--- src/rtl/io_bus_arbiter.sv ---
// Arbitrates the controller-port I/O register window between the 68K (M) and the Z80 (Z).
// Define ARB_ROUND_ROBIN_EN to alternate contested grants; otherwise M wins every contest.
//
// state | meaning
// IDLE  | no access in flight; arbitrate pending requests
// ISSUE | IO_SEL raised, one tick of address/data setup
// WAIT  | waiting for IO_DTACK_N or the timeout terminal count
// DONE  | winner's DTACK_N held low until its SEL drops
module io_bus_arbiter #(
    parameter int TIMEOUT = 16,
    parameter int TO_W    = 8
) (
    input  logic       CLK,
    input  logic       RESET_N,
    input  logic       CE,
    input  logic       M_SEL,
    input  logic [3:0] M_A,
    input  logic       M_RNW,
    input  logic [7:0] M_DI,
    output logic [7:0] M_DO,
    output logic       M_DTACK_N,
    input  logic       Z_SEL,
    input  logic [3:0] Z_A,
    input  logic       Z_RNW,
    input  logic [7:0] Z_DI,
    output logic [7:0] Z_DO,
    output logic       Z_DTACK_N,
    output logic       IO_SEL,
    output logic [3:0] IO_A,
    output logic       IO_RNW,
    output logic [7:0] IO_DI,
    input  logic [7:0] IO_DO,
    input  logic       IO_DTACK_N
);

    typedef enum logic [1:0] {IDLE, ISSUE, WAIT, DONE} state_t;

    localparam logic [TO_W-1:0] TO_LAST = TO_W'(TIMEOUT - 1);

    state_t          state;
    logic [TO_W-1:0] to_cnt;
    logic            grant_z;
    logic            pick_z;
    logic            win_sel;
    logic            win_acked;
    logic            wait_end;
    logic [7:0]      wait_data;

`ifdef ARB_ROUND_ROBIN_EN
    logic            last_z;

    always_comb begin
        pick_z = Z_SEL && (!M_SEL || !last_z);
    end

    always_ff @(posedge CLK or negedge RESET_N) begin
        if (!RESET_N) begin
            last_z <= 1'b1;
        end else if (CE && state == IDLE && (M_SEL || Z_SEL)) begin
            last_z <= pick_z;
        end
    end
`else
    always_comb begin
        pick_z = Z_SEL && !M_SEL;
    end
`endif

    assign win_sel   = grant_z ? Z_SEL : M_SEL;
    assign win_acked = grant_z ? !Z_DTACK_N : !M_DTACK_N;
    // An ack on the terminal-count tick still wins: its data is used.
    assign wait_end  = !IO_DTACK_N || (to_cnt == TO_LAST);
    assign wait_data = (!IO_DTACK_N && IO_RNW) ? IO_DO : 8'hFF;

    always_ff @(posedge CLK or negedge RESET_N) begin
        if (!RESET_N) begin
            state     <= IDLE;
            to_cnt    <= '0;
            grant_z   <= 1'b0;
            M_DTACK_N <= 1'b1;
            Z_DTACK_N <= 1'b1;
            M_DO      <= 8'hFF;
            Z_DO      <= 8'hFF;
            IO_SEL    <= 1'b0;
            IO_A      <= 4'h0;
            IO_RNW    <= 1'b1;
            IO_DI     <= 8'h00;
        end else if (CE) begin
            case (state)
                IDLE: begin
                    if (M_SEL || Z_SEL) begin
                        grant_z <= pick_z;
                        IO_A    <= pick_z ? Z_A   : M_A;
                        IO_RNW  <= pick_z ? Z_RNW : M_RNW;
                        IO_DI   <= pick_z ? Z_DI  : M_DI;
                        IO_SEL  <= 1'b1;
                        state   <= ISSUE;
                    end
                end
                ISSUE: begin
                    to_cnt <= '0;
                    state  <= WAIT;
                end
                WAIT: begin
                    if (wait_end) begin
                        IO_SEL <= 1'b0;
                        state  <= DONE;
                        // A winner that already withdrew is never acknowledged.
                        if (win_sel) begin
                            if (grant_z) begin
                                Z_DTACK_N <= 1'b0;
                                Z_DO      <= wait_data;
                            end else begin
                                M_DTACK_N <= 1'b0;
                                M_DO      <= wait_data;
                            end
                        end
                    end else begin
                        to_cnt <= to_cnt + TO_W'(1);
                    end
                end
                DONE: begin
                    if (!win_sel || !win_acked) begin
                        M_DTACK_N <= 1'b1;
                        Z_DTACK_N <= 1'b1;
                        state     <= IDLE;
                    end
                end
                default: state <= IDLE;
            endcase
        end
    end

endmodule

--- config.mk ---
export PLATFORM = sky130hd
export DESIGN_NAME = io_bus_arbiter
export DESIGN_NICKNAME = d
export VERILOG_FILES = /design/src/rtl/io_bus_arbiter.sv
export SDC_FILE = /design/constraint.sdc
export NUM_CORES = 1
export LEC_CHECK = 0
export ABC_AREA = 0
export ABC_CLOCK_PERIOD_IN_PS = 2200
export CAP_MARGIN = 0
export CORE_MARGIN = 10
export CORE_UTILIZATION = 62
export CTS_CLUSTER_DIAMETER = 40
export DETAILED_ROUTE_END_ITERATION = 12
export DONT_BUFFER_PORTS = 1
export PLACE_DENSITY = 0.78
export SKIP_CTS_REPAIR_TIMING = 1
export SLEW_MARGIN = 20
export SYNTH_ARGS = -nofsm -noshare
export SYNTH_HDL_FRONTEND = slang
export SYNTH_SLANG_ARGS = --single-unit
--- constraint.sdc ---
create_clock -name CLK -period 2.2 [get_ports CLK]
set_input_delay 0.66 -clock CLK [delete_from_list [all_inputs] [get_ports CLK]]
set_output_delay 0.66 -clock CLK [all_outputs]
set_load 0.01 [all_outputs]
# Yosys cells after proc, flatten, opt, wreduce, memory -nomap -nowiden
# Index checks and enable logic that the tools add are counted.
dict set report classes {
  addsub 1
  eq_ne 11
  muxes 24
  bitwise 1
  n_reduce_logical 23
}
# op n
set op_table {}
lappend op_table {{2-to-1 mux 8 bit} 3}
lappend op_table {{one-hot mux 8 bit (2 select lines)} 1}
lappend op_table {{!= test 2 bit, second input constant} 7}
lappend op_table {{2-to-1 mux 1 bit} 12}
lappend op_table {{AND reduction 6 bit} 2}
lappend op_table {{AND reduction 5 bit} 2}
lappend op_table {{adder 8 x 1 -> 8 bit, second input constant} 1}
lappend op_table {{equality test 8 x 4 -> 1 bit, second input constant} 1}
lappend op_table {{one-hot mux 2 bit (4 select lines)} 1}
lappend op_table {{AND reduction 4 bit} 2}
lappend op_table {{zero test 1 bit} 6}
lappend op_table {{2-to-1 mux 2 bit} 3}
lappend op_table {{one-hot mux 1 bit (2 select lines)} 3}
lappend op_table {{AND reduction 3 bit} 2}
lappend op_table {{nonzero test 2 bit} 3}
lappend op_table {{equality test 2 bit, second input constant} 2}
lappend op_table {{2-to-1 mux 4 bit} 1}
lappend op_table {{logical OR 1 bit} 3}
lappend op_table {{equality test 2 x 1 -> 1 bit, second input constant} 1}
lappend op_table {{logical AND 1 bit} 2}
lappend op_table {{zero test 2 bit} 1}
lappend op_table {{inverter 1 bit} 1}
dict set report totals {
  reg_bits 43
  inputBits 40
  out_inout_bits 32
  elab_cells 71
}

# Depth between registers and ports, before layout
dict set report logic_depth {
  word_depth 6
  depth_mapped 6
  depth_no_buf 6
}

# Worst setup path before layout
# No wires, ideal clock.
dict set report synth_path {
  path_kind {register to register}
  startpoint {reg to_cnt[0]}
  endpoint {reg M_DO[0]}
  arrival_ps 1749
  t_required_ps 2118
  setup_slack_ps 368
  stages_incl_launch_ff 6
  synth_period_minus_slack_ps 1832
  cell_sequence {dfrtp_1 -> ha_1 -> nand4b_1 -> o21a_1 -> nor3_4 -> mux2_2}
}
dict set report synth_via {
  elab_chain_cells 3
}
# element line
set synth_rtl {}
lappend synth_rtl {{start: declaration} 41} ;# logic [TO_W-1:0] to_cnt;
lappend synth_rtl {{start signal: assignment} 119} ;# to_cnt <= to_cnt + TO_W'(1);
lappend synth_rtl {{equality test 8 x 4 -> 1 bit} 72} ;# assign wait_end = !IO_DTACK_N || (to_cnt == TO_LAST);
lappend synth_rtl {{logical OR 1 bit} 72}
lappend synth_rtl {{AND reduction 5 bit (no line)} n/a}
lappend synth_rtl {{end signal: assignment} 115} ;# M_DO <= wait_data;
lappend synth_rtl {{end: declaration} 20} ;# output logic [7:0] M_DO,
# No other way between the ends.
# A chain may end at the register's enable or synchronous reset.

# Worst setup path in the final report
dict set report layout_path {
  startpoint {reg to_cnt[0]}
  endpoint {reg M_DO[5]}
}
# Same word-level chain as after synthesis.

==> flow_summary.json <==
{
  "run_status": "complete, no violations",
  "wl_um": 5350,
  "viasPerCell": 6.40,
  "seq_area_frac_synth_pct": 49.8,
  "slew_headroom_pct": 62.9,
  "grtUsageTotal_pct": 16.7,
  "die_height_um": 79.7,
  "synth.net_count": 250,
  "cp_cell_sequence": "ha_1 > nand4b_1 > o21a_1 > nor3_4 > mux2_2",
  "yosysTopAreaCellShare_pct": 27.2,
  "r2r_cells": 5,
  "reg2reg_slack_ns": 0.16,
  "numCtsBuffers": 5,
  "cp.depth": 5,
  "yosysUniqueCellTypes": 39,
  "clk_latency_ns": 0.37,
  "crit_start": "to_cnt[0]",
  "fmax_mhz": 490,
  "critical_path_required_ns": 2.50,
  "io_buffers": 0,
  "hpwl_um": 3990,
  "cp_num_buf_inv": 0,
  "start_util_pct": 65.2,
  "synthTopCellsByArea": "dfrtp_1 27%, dfstp_2 23%, mux2_2 9.2%",
  "cp_max_fo": 8,
  "crit_end": "M_DO[5]",
  "cp.arrival_ns": 2.34,
  "diodes": 0,
  "cts.clk_slew.worst_paths_ns": 0.13,
  "start_kind": "register",
  "drc": 0,
  "antenna_left": 0,
  "drive_gt1_share_pct": 25.1,
  "cts_max_path_buffers": 2,
  "r2r_end": "M_DO[5]",
  "hp-class": "in -> async",
  "finalSetupViolCount": 0,
  "finalNetCount": 255,
  "grt_pass1_vias": 1688,
  "peakVddDrop_mv": 0.695,
  "antenna_found_initial": 0,
  "num_vias": 1646,
  "fin_ws_ns": 0.158,
  "synthFlopType": "dfrtp_1",
  "ys_warn_count": 0,
  "pwr_density_cell_nw_per_um2": 1250,
  "place_ws_ns": 0.152,
  "grt-ovfl-total": 0,
  "wl_per_cell_um": 20.8,
  "async_reset_ff_share_pct": 100,
  "p_leak_nw": 0.949,
  "critPathSlowestCell": "dfrtp_1",
  "tightest_slew_ns": 0.556,
  "core-area_um2": 3390,
  "report.final.slew_viol_count": 0,
  "end_kind": "register",
  "cts_tree": "yes",
  "dieArea_um2": 6350,
  "synth.cell_area_um2": 2210,
  "grt_pass1_wl_um": 8370,
  "layout_min_cycle_time_ns": 2.04,
  "num_io_pins": 72,
  "synth_area_per_cell_um2": 10.8,
  "die_w_um": 79.7,
  "critPathTopFamily": "simple AND/OR/NAND/NOR gates",
  "h-tree-depth": 2,
  "r2r-start": "to_cnt[0]",
  "yosys.area.top_type": "dfrtp_1",
  "rsz0062_at_grt": "false",
  "grt_max_degree": 44,
  "final.setup_skew_ns": 0.0170,
  "finalCritPeriodShare_pct": 92.8,
  "fin_tns_setup_ns": 0,
  "cap_violations": 0,
  "crit_type": "reg -> reg",
  "synth_edf_count": 0,
  "area.growth.synth_to_final_pct": 6.06,
  "dr.pass1.iters": 4,
  "root_buffer": "clkbuf_4",
  "syn_inst": 205,
  "clock-sinks": 43,
  "cpPeakStageDelay_ns": 0.44,
  "first_iter_violations": 111,
  "ys_ff_latch": 43,
  "timing_hold_violations_final": 0,
  "holdWs_ns": 0.0744,
  "gp_congestion": 0.830,
  "fp-row-count": 21
}
state kept, by name, indices dropped and copies added (netlist names):
signal / count
IO_DI: 8
M_DO: 8
Z_DO: 8
to_cnt: 8
IO_A: 4
state: 2
IO_RNW: 1
IO_SEL: 1
M_DTACK_N: 1
Z_DTACK_N: 1
grant_z: 1
layout by cell type (no fill, tap or decap), drive strengths merged:
cell type  synthesis  layout
clkinvlp           0       1
o21bai             1       1
inv                6       6
or4                1       1
clkbuf             6       6
o32ai              1       1
dfstp             19      19
clkinv             1       2
nand3             10      10
a31oi              4       4
o21a               2       2
nor3               4       4
ha                 5       5
o21ai             20      20
and2               2       2
nor3b              1       1
nand4b             1       1
nand4              4       4
a21o               1       1
a21oi              2       2
o311ai             1       1
nor4b              2       2
o2bb2ai            1       1
nand2b             9       9
o41ai              2       2
a22o               2       2
nand2             25      25
or3                1       1
buf                1       5
nor2               4       4
mux2              18      18
o211ai             3       3
nor2b              4       4
dfrtp             24      24
and3b              1       1
mux2i             16      16
worst min path at each step:
stage          cells past startpoint   endpoint  slack, ns  startpoint
2_1_floorplan                      0    IO_A[0]       0.36     RESET_N
3_3_place_gp                       0  to_cnt[4]       0.37     RESET_N
3_5_place_dp                       0  to_cnt[3]       0.37     RESET_N
4_1_cts                            0  to_cnt[6]      -0.04     RESET_N
5_1_grt                            1   IO_DI[0]       0.07     RESET_N
6_report                           1   state[0]       0.07     RESET_N
synth_stat cells (3+ instances only):
cell type	number
dfrtp_1	24
a31oi_1	4
o21ai_0	18
nand2b_1	9
clkbuf_1	6
inv_1	6
o211ai_1	3
mux2_2	18
nand4_1	3
ha_1	5
nor3_1	3
mux2i_1	16
nor2b_1	4
dfstp_2	19
nor2_1	4
nand3_1	10
nand2_1	25
final cells by class:
class | count | area (µm²)
Clock buffer | 6 | 41.3
Fill cell | 247 | 1050
Multi-Input combinational cell | 148 | 1050
Sequential cell | 43 | 1100
Timing Repair Buffer | 5 | 50.0
Clock inverter | 2 | 12.5
Tap cell | 46 | 57.6
Inverter | 7 | 26.3
power by group:
group | switching, mW | internal, mW
clock network | 0.262 | 0.123
registers | 0.453 | 1.26
logic | 0.452 | 0.391
through the flow:
step	power, mW	instance area [µm²]	utilization [%]	std cells
floorplan	2.27	2210	-	205
global placement	2.46	2270	66.9	248
detailed placement	2.56	2270	66.9	248
CTS	2.94	2320	68.5	256
global route	3.14	2340	69.1	257
finish	2.94	2340	69.1	257
metal layers:
layer,wire [µm],track usage [%],part of all wire (%)
met2,2620,27.6,49
met1,1960,17.1,37
met3,639,8.22,12
met5,0,0,0
met4,129,8.78,2.4
cell families after synthesis:
| family | count (synthesis) | synth area share (%) |
|---|---|---|
| AND/OR/NAND/NOR | 69 | 17.1 |
| flip-flops | 43 | 49.8 |
| AO/OA/AOI/OAI | 40 | 11.4 |
| multiplexers | 34 | 16.4 |
| buffers and inverters | 14 | 2.44 |
| adder cells (fa/ha/maj) | 5 | 2.83 |
Note: power is estimated with default switching activity, not from simulation.
